--- src/rtl/mdio_mgmt_master_if.sv ---
// rtl/mdio_mgmt_master_if.sv - request/response bus between control logic and the MDIO master
// Purpose: groups the per-frame request fields and the status/result signals.
// Signals:
//   phy_addr  [4:0]  PHY address for the frame
//   reg_addr  [4:0]  register address for the frame
//   data_in   [15:0] write data
//   start            one-cycle request pulse
//   write_en         1=write frame, 0=read frame
//   busy             frame in progress
//   data_out  [15:0] last read data
//   done             one-cycle end-of-frame pulse
// Modports: master = requester (control logic), slave = mdio_mgmt_master.
interface mdio_mgmt_master_if;
  logic [4:0]  phy_addr;
  logic [4:0]  reg_addr;
  logic [15:0] data_in;
  logic        start;
  logic        write_en;
  logic        busy;
  logic [15:0] data_out;
  logic        done;

  modport master (
    output phy_addr, reg_addr, data_in, start, write_en,
    input  busy, data_out, done
  );

  modport slave (
    input  phy_addr, reg_addr, data_in, start, write_en,
    output busy, data_out, done
  );
endinterface

--- src/rtl/mdio_mgmt_master.sv ---
// rtl/mdio_mgmt_master.sv - Clause 22 MDIO management master, one frame per start pulse
// Purpose: serialises a read or write management frame onto a split t/o/i MDIO pad,
//          one bit per i_clk (MDC-rate) cycle, and captures read data.
// Ports:
//   i_clk         MDC-rate clock, all logic on posedge
//   i_rst         synchronous active-high reset (aborts any frame)
//   io_ctrl       request/status bus (slave modport)
//   o_mdio_gem_t  tristate enable: 1=released, 0=driven
//   o_mdio_gem_o  MDIO output bit
//   i_mdio_gem_i  MDIO input bit from pad
module mdio_mgmt_master #(
  parameter int PREAMBLE_LEN = 32
) (
  input  logic                i_clk,
  input  logic                i_rst,
  mdio_mgmt_master_if.slave   io_ctrl,
  output logic                o_mdio_gem_t,
  output logic                o_mdio_gem_o,
  input  logic                i_mdio_gem_i
);

  // Frame bit indices; PREAMBLE_LEN+32 must fit the 7-bit counter.
  localparam logic [6:0] C_ST  = 7'(PREAMBLE_LEN);
  localparam logic [6:0] C_OP  = C_ST + 7'd2;
  localparam logic [6:0] C_PHY = C_ST + 7'd4;
  localparam logic [6:0] C_REG = C_ST + 7'd9;
  localparam logic [6:0] C_TA  = C_ST + 7'd14;
  localparam logic [6:0] C_DAT = C_ST + 7'd16;
  localparam logic [6:0] C_END = C_ST + 7'd32;

  typedef enum logic [2:0] {
    S_IDLE, S_PRE, S_ST, S_OP, S_PHYAD, S_REGAD, S_TA, S_DATA
  } state_t;

  state_t      r_state, w_state;
  logic [6:0]  r_cnt, w_cnt;         // index of the frame bit presented at the next edge
  logic        r_wr, w_wr;
  logic [9:0]  r_addr, w_addr;       // {phy, reg}, shifted out MSB first
  logic [15:0] r_shift, w_shift;     // write data out / read data in
  logic        r_t, w_t;
  logic        r_o, w_o;
  logic        r_busy, w_busy;
  logic        r_done, w_done;
  logic [15:0] r_data_out, w_data_out;
  logic        w_accept;

  always_ff @(posedge i_clk) begin
    if (i_rst) begin
      r_state    <= S_IDLE;
      r_cnt      <= '0;
      r_wr       <= 1'b0;
      r_addr     <= '0;
      r_shift    <= '0;
      r_t        <= 1'b1;
      r_o        <= 1'b1;
      r_busy     <= 1'b0;
      r_done     <= 1'b0;
      r_data_out <= '0;
    end else begin
      r_state    <= w_state;
      r_cnt      <= w_cnt;
      r_wr       <= w_wr;
      r_addr     <= w_addr;
      r_shift    <= w_shift;
      r_t        <= w_t;
      r_o        <= w_o;
      r_busy     <= w_busy;
      r_done     <= w_done;
      r_data_out <= w_data_out;
    end
  end

  always_comb begin
    w_state    = r_state;
    w_cnt      = r_cnt + 7'd1;
    w_wr       = r_wr;
    w_addr     = r_addr;
    w_shift    = r_shift;
    w_t        = 1'b0;
    w_o        = 1'b1;
    w_busy     = 1'b1;
    w_done     = 1'b0;
    w_data_out = r_data_out;
    w_accept   = 1'b0;

    case (r_state)
      S_IDLE: begin
        w_t      = 1'b1;
        w_busy   = 1'b0;
        w_cnt    = r_cnt;
        w_accept = io_ctrl.start;
      end
      S_PRE: begin
        if (r_cnt == C_ST - 7'd1) w_state = S_ST;
      end
      S_ST: begin
        w_o = (r_cnt != C_ST);
        if (r_cnt == C_ST + 7'd1) w_state = S_OP;
      end
      S_OP: begin
        w_o = r_wr ? (r_cnt == C_OP + 7'd1) : (r_cnt == C_OP);
        if (r_cnt == C_OP + 7'd1) w_state = S_PHYAD;
      end
      S_PHYAD: begin
        w_o    = r_addr[9];
        w_addr = {r_addr[8:0], 1'b0};
        if (r_cnt == C_PHY + 7'd4) w_state = S_REGAD;
      end
      S_REGAD: begin
        w_o    = r_addr[9];
        w_addr = {r_addr[8:0], 1'b0};
        if (r_cnt == C_REG + 7'd4) w_state = S_TA;
      end
      S_TA: begin
        // Read releases the line for both TA bits so the PHY can drive its 0.
        w_t = ~r_wr;
        w_o = r_wr ? (r_cnt == C_TA) : 1'b1;
        if (r_cnt == C_TA + 7'd1) w_state = S_DATA;
      end
      S_DATA: begin
        if (r_cnt == C_END) begin
          // Completion edge: last read bit is sampled here, and a new start may be
          // taken in the same edge so frames can run back-to-back.
          w_t      = 1'b1;
          w_busy   = 1'b0;
          w_done   = 1'b1;
          w_cnt    = r_cnt;
          w_state  = S_IDLE;
          w_accept = io_ctrl.start;
          if (!r_wr) w_data_out = {r_shift[14:0], i_mdio_gem_i};
        end else if (r_wr) begin
          w_o     = r_shift[15];
          w_shift = {r_shift[14:0], 1'b0};
        end else begin
          w_t = 1'b1;
          // Input is only looked at on edges that end a DATA bit.
          if (r_cnt != C_DAT) w_shift = {r_shift[14:0], i_mdio_gem_i};
        end
      end
      default: w_state = S_IDLE;
    endcase

    if (w_accept) begin
      w_state = S_PRE;
      w_cnt   = '0;
      w_wr    = io_ctrl.write_en;
      w_addr  = {io_ctrl.phy_addr, io_ctrl.reg_addr};
      w_shift = io_ctrl.data_in;
    end
  end

  assign o_mdio_gem_t     = r_t;
  assign o_mdio_gem_o     = r_o;
  assign io_ctrl.busy     = r_busy;
  assign io_ctrl.done     = r_done;
  assign io_ctrl.data_out = r_data_out;

endmodule

--- src/flat_wrapper.sv ---
// flat-port wrapper written by rule: the top's interface ports become plain ports
module mdio_mgmt_master_flat 
#(
  parameter int PREAMBLE_LEN = 32
)
  (i_clk, i_rst, o_mdio_gem_t, o_mdio_gem_o, i_mdio_gem_i, io_ctrl_phy_addr, io_ctrl_reg_addr, io_ctrl_data_in, io_ctrl_start, io_ctrl_write_en, io_ctrl_busy, io_ctrl_data_out, io_ctrl_done);
  mdio_mgmt_master_if io_ctrl_i ();
  input  logic i_clk;
  input  logic i_rst;
  output logic o_mdio_gem_t;
  output logic o_mdio_gem_o;
  input  logic i_mdio_gem_i;
  input wire logic [$bits(io_ctrl_i.phy_addr)-1:0] io_ctrl_phy_addr;
  input wire logic [$bits(io_ctrl_i.reg_addr)-1:0] io_ctrl_reg_addr;
  input wire logic [$bits(io_ctrl_i.data_in)-1:0] io_ctrl_data_in;
  input wire logic [$bits(io_ctrl_i.start)-1:0] io_ctrl_start;
  input wire logic [$bits(io_ctrl_i.write_en)-1:0] io_ctrl_write_en;
  output wire logic [$bits(io_ctrl_i.busy)-1:0] io_ctrl_busy;
  output wire logic [$bits(io_ctrl_i.data_out)-1:0] io_ctrl_data_out;
  output wire logic [$bits(io_ctrl_i.done)-1:0] io_ctrl_done;
  assign io_ctrl_i.phy_addr = io_ctrl_phy_addr;
  assign io_ctrl_i.reg_addr = io_ctrl_reg_addr;
  assign io_ctrl_i.data_in = io_ctrl_data_in;
  assign io_ctrl_i.start = io_ctrl_start;
  assign io_ctrl_i.write_en = io_ctrl_write_en;
  assign io_ctrl_busy = io_ctrl_i.busy;
  assign io_ctrl_data_out = io_ctrl_i.data_out;
  assign io_ctrl_done = io_ctrl_i.done;
  mdio_mgmt_master #(.PREAMBLE_LEN(PREAMBLE_LEN)) u_core (.i_clk(i_clk), .i_rst(i_rst), .io_ctrl(io_ctrl_i), .o_mdio_gem_t(o_mdio_gem_t), .o_mdio_gem_o(o_mdio_gem_o), .i_mdio_gem_i(i_mdio_gem_i));
endmodule
--- config.mk ---
export PLATFORM = sky130hd
export DESIGN_NAME = mdio_mgmt_master_flat
export DESIGN_NICKNAME = d
export VERILOG_FILES = /design/src/rtl/mdio_mgmt_master_if.sv /design/src/rtl/mdio_mgmt_master.sv /design/src/flat_wrapper.sv
export SDC_FILE = /design/constraint.sdc
export NUM_CORES = 1
export LEC_CHECK = 0
export CORE_MARGIN = 2
export CORE_UTILIZATION = 40
export DETAILED_ROUTE_END_ITERATION = 8
export DONT_BUFFER_PORTS = 1
export PLACE_DENSITY = 0.63
export SYNTH_ARGS = -nofsm -noshare
export SYNTH_HDL_FRONTEND = slang
export SYNTH_SLANG_ARGS = --single-unit
--- constraint.sdc ---
create_clock -name i_clk -period 3.05 [get_ports i_clk]
set_input_delay 0.61 -clock i_clk [delete_from_list [all_inputs] [get_ports i_clk]]
set_output_delay 0.61 -clock i_clk [all_outputs]
set_load 0.05 [all_outputs]
==> reports/qor.txt <==
First-pass GRT wire length: 9980 um
Max_cap viols: 0
Setup violators final: 0
Tot Pwr: 1.79 mW
CP cell instances: inv_1 > ha_1 > or3b_4 > o31ai_4 > nand2_1 > nor2_1 > a311oi_1
Largest net degree at the start of global routing: 58
Library cells used by synthesis: 50
Post-synth ARST share: 0
Skew final: 7.69 ps
Pre-CTS WS: 622 ps
Mapped Area: 0.00259 mm2
Starting DRT DRC Count: 170
Vias after detailed routing: 2,042
Crit-path max cell delay: 500 ps
Mapped Avg Cell Area: 8.79 um2
Combinational power share: 0.055
Io pins: 51
Crit Path Class: register to register
Top-area cell type share of the netlist area: 0.440
PnR worst setup slack: 615 ps
DRC Markers: 0
Rel. slew slack: 0.513
Vias in the first global route: 2,003
Gr usage total: 0.177
Static leakage: 0.957 nW
Share of cells above drive strength 1: 0.0897
Final Util: 0.451
Period minus WS final: 2430 ps
Clk Latency, worst-skew pair: 350 ps
CP Data Required Time: 3250 ps
Slew Viols, Final: 0
Post-route ant nets: 0
Clock network power share: 0.496
Top FF cell, synth: dfxtp_1
Core area: 0.00631 mm2
GP Congestion: 0.837
Sequential Power Share: 0.448
FP Rows: 29
Critical path arrival: 2630 ps
CTS tree: yes
Switching share of power: 0.227
Setup_tns: 0 ps
Startpoint types: register
Worst-path fanout max: 20
Worst R2R Setup Slack: 620 ps
Worst-Margin Slew: 729 ps
Hold-fix buffers at CTS: 0
Crit path capture type: register
CTS HTree Levels: 3
PostCTS Resize Cnt: 0
Die area: 0.00714 mm2
Die Y: 84.5 um
Sequential element share of the synthesized area: 0.440
Chip width: 84.5 um
Switch Pwr: 0.407 mW
Syn. warnings: 0
# port buffers: 0
Yosys reg bits: 57
Initial antenna violation count: 0
Clk slew on worst S/H paths: 70 ps
Crit share post-route: 0.798
Top post-synthesis cells by count: dfxtp_1, nand2_1, nor2_1, a21oi_1, a22oi_1
Number of diodes: 0
CP max stage cell: nand2_1
Avg Vias per Cell: 5.56
Synth area leader: dfxtp_1
Post-CTS Repair Setup Buffers: 0
Count leader, synth: dfxtp_1
Outcome: finished, final reports clean
Sink Count: 57
Nets: 320
Internal: 1.38 mW
Max Root-Sink Buffers: 2
Final wirelength: 5740 um
Power Density: 629 mW/mm2
DR WL/cell: 15.6 um
Filler cell count: 639
Post-DP HPWL: 3730 um
TritonRoute pass-1 iters: 4
Overflow after GRT: 0
Tightest Hold Check Type: primary input to register
Mapped Cells: 295
Fmax: 411 MHz
CTS Root Cell: clkbuf_8
Initial Utilization: 0.411
Worst VDD drop: 0.358 mV
Post-synth EDFFs: 0
Area contributors post-synth: dfxtp_1, mux2i_1, nand2_1, nor2_1, a21oi_1
Area growth from synthesis to layout: 9.74%
Num CTS Buffers: 9
Mapped Nets: 330
Buf/Inv on CP: 1
Delay-heaviest family, CP: simple AND/OR/NAND/NOR gates
Fin. Hold Viols: 0
Unrepaired setup endpoints after global routing: no
## through the flow
| step | cell area [um2] | std cells | hold WS (ps) |
|---|---|---|---|
| 6_report | 2850 | 367 | 329 |
| 5_1_grt | 2850 | 367 | 310 |
| 4_1_cts | 2850 | 367 | 316 |
| 3_5_place_dp | 2590 | 351 | 446 |
| 3_3_place_gp | 2590 | 351 | 444 |
| 2_1_floorplan | 2590 | 295 | 433 |
## cell type report
type | count | area (um2) | area share
well taps | 77 | 96.3 | 0.0338
flip-flops and latches | 57 | 1140 | 0.401
clock inverters | 6 | 115 | 0.0404
repair buffers | 2 | 27.5 | 0.00967
multi-input cells | 212 | 1320 | 0.463
inverters | 3 | 11.3 | 0.00396
clock buffers | 10 | 138 | 0.0484
## state kept, by name (all words and copies together), names as in the netlist
name	flops
u_core.io_ctrl.busy	1
u_core.io_ctrl.data_out	16
u_core.io_ctrl.done	1
u_core.o_mdio_gem_o	1
u_core.o_mdio_gem_t	1
u_core.r_addr	10
u_core.r_cnt	7
u_core.r_shift	16
u_core.r_state	3
u_core.r_wr	1
## logic make-up (layout without fill, tap and decap cells)
kind of cell | Yosys count | after routing | share of synthesized area
AOI/OAI and AO/OA | 68 | 68 | 0.181
muxes | 17 | 17 | 0.0661
buffers and inverters | 26 | 21 | 0.0521
xor gates and xnor gates | 4 | 4 | 0.0135
and+or+nand+nor | 119 | 119 | 0.228
adders and majority gates | 4 | 4 | 0.0193
DFF | 57 | 57 | 0.440
## per-layer routing
layer  up-vias  share of wire  global-route usage
met4         0          0.017              0.0563
met1       946           0.48               0.235
met3        10          0.075              0.0875
met2        48           0.43               0.251
li1       1038              -                   -
met5         -              0                   0
## cells in the final DEF (no fill, tap or decap), types with 2 or more instances in the layout
cell / count
nor2b_1: 3
inv_1: 3
a311oi_1: 8
a21oi_1: 26
dfxtp_1: 57
a22oi_1: 17
nor4_1: 2
clkbuf_8: 10
and2_1: 2
nand4_1: 6
nand3b_1: 2
nand3_1: 7
nor3_1: 6
nor3b_1: 2
o21ai_0: 4
ha_1: 4
and3_1: 3
xor2_1: 3
nor2_1: 35
nand2_1: 38
mux2i_1: 16
nand2b_1: 2
or3_1: 3
bufinv_16: 3
clkinv_4: 2
## power groups by stage
stage	clock network [mW]	logic, mW	registers [mW]
finish	0.889	0.0991	0.803
global route	0.940	0.113	0.807
CTS	0.907	0.0986	0.803
detailed placement	0	0.0981	0.819
global placement	0	0.0970	0.819
floorplan	0	0.0967	0.811
## path summary, 6_finish.rpt
kind / from / to / cells after the start
worst max-delay path: u_core.r_cnt[1]$_SDFFE_PP0P_ / u_core.r_addr[9]$_SDFFE_PP0P_ / 7
worst max register to register: u_core.r_cnt[1]$_SDFFE_PP0P_ / u_core.r_addr[9]$_SDFFE_PP0P_ / 7
worst min-delay path: i_rst / u_core.r_cnt[4]$_SDFFE_PP0P_ / 1
worst min register to register: u_core.r_shift[15]$_SDFFE_PP0P_ / u_core.r_shift[15]$_SDFFE_PP0P_ / 2
## worst reg2reg max path, stage by stage, from the launching register on
cell and delay (ps):
dfxtp_1 340, inv_1 110, ha_1 190, or3b_4 430, o31ai_4 390, nand2_1 500, nor2_1 260, a311oi_1 70
Note: power is estimated with default switching activity, not from simulation.
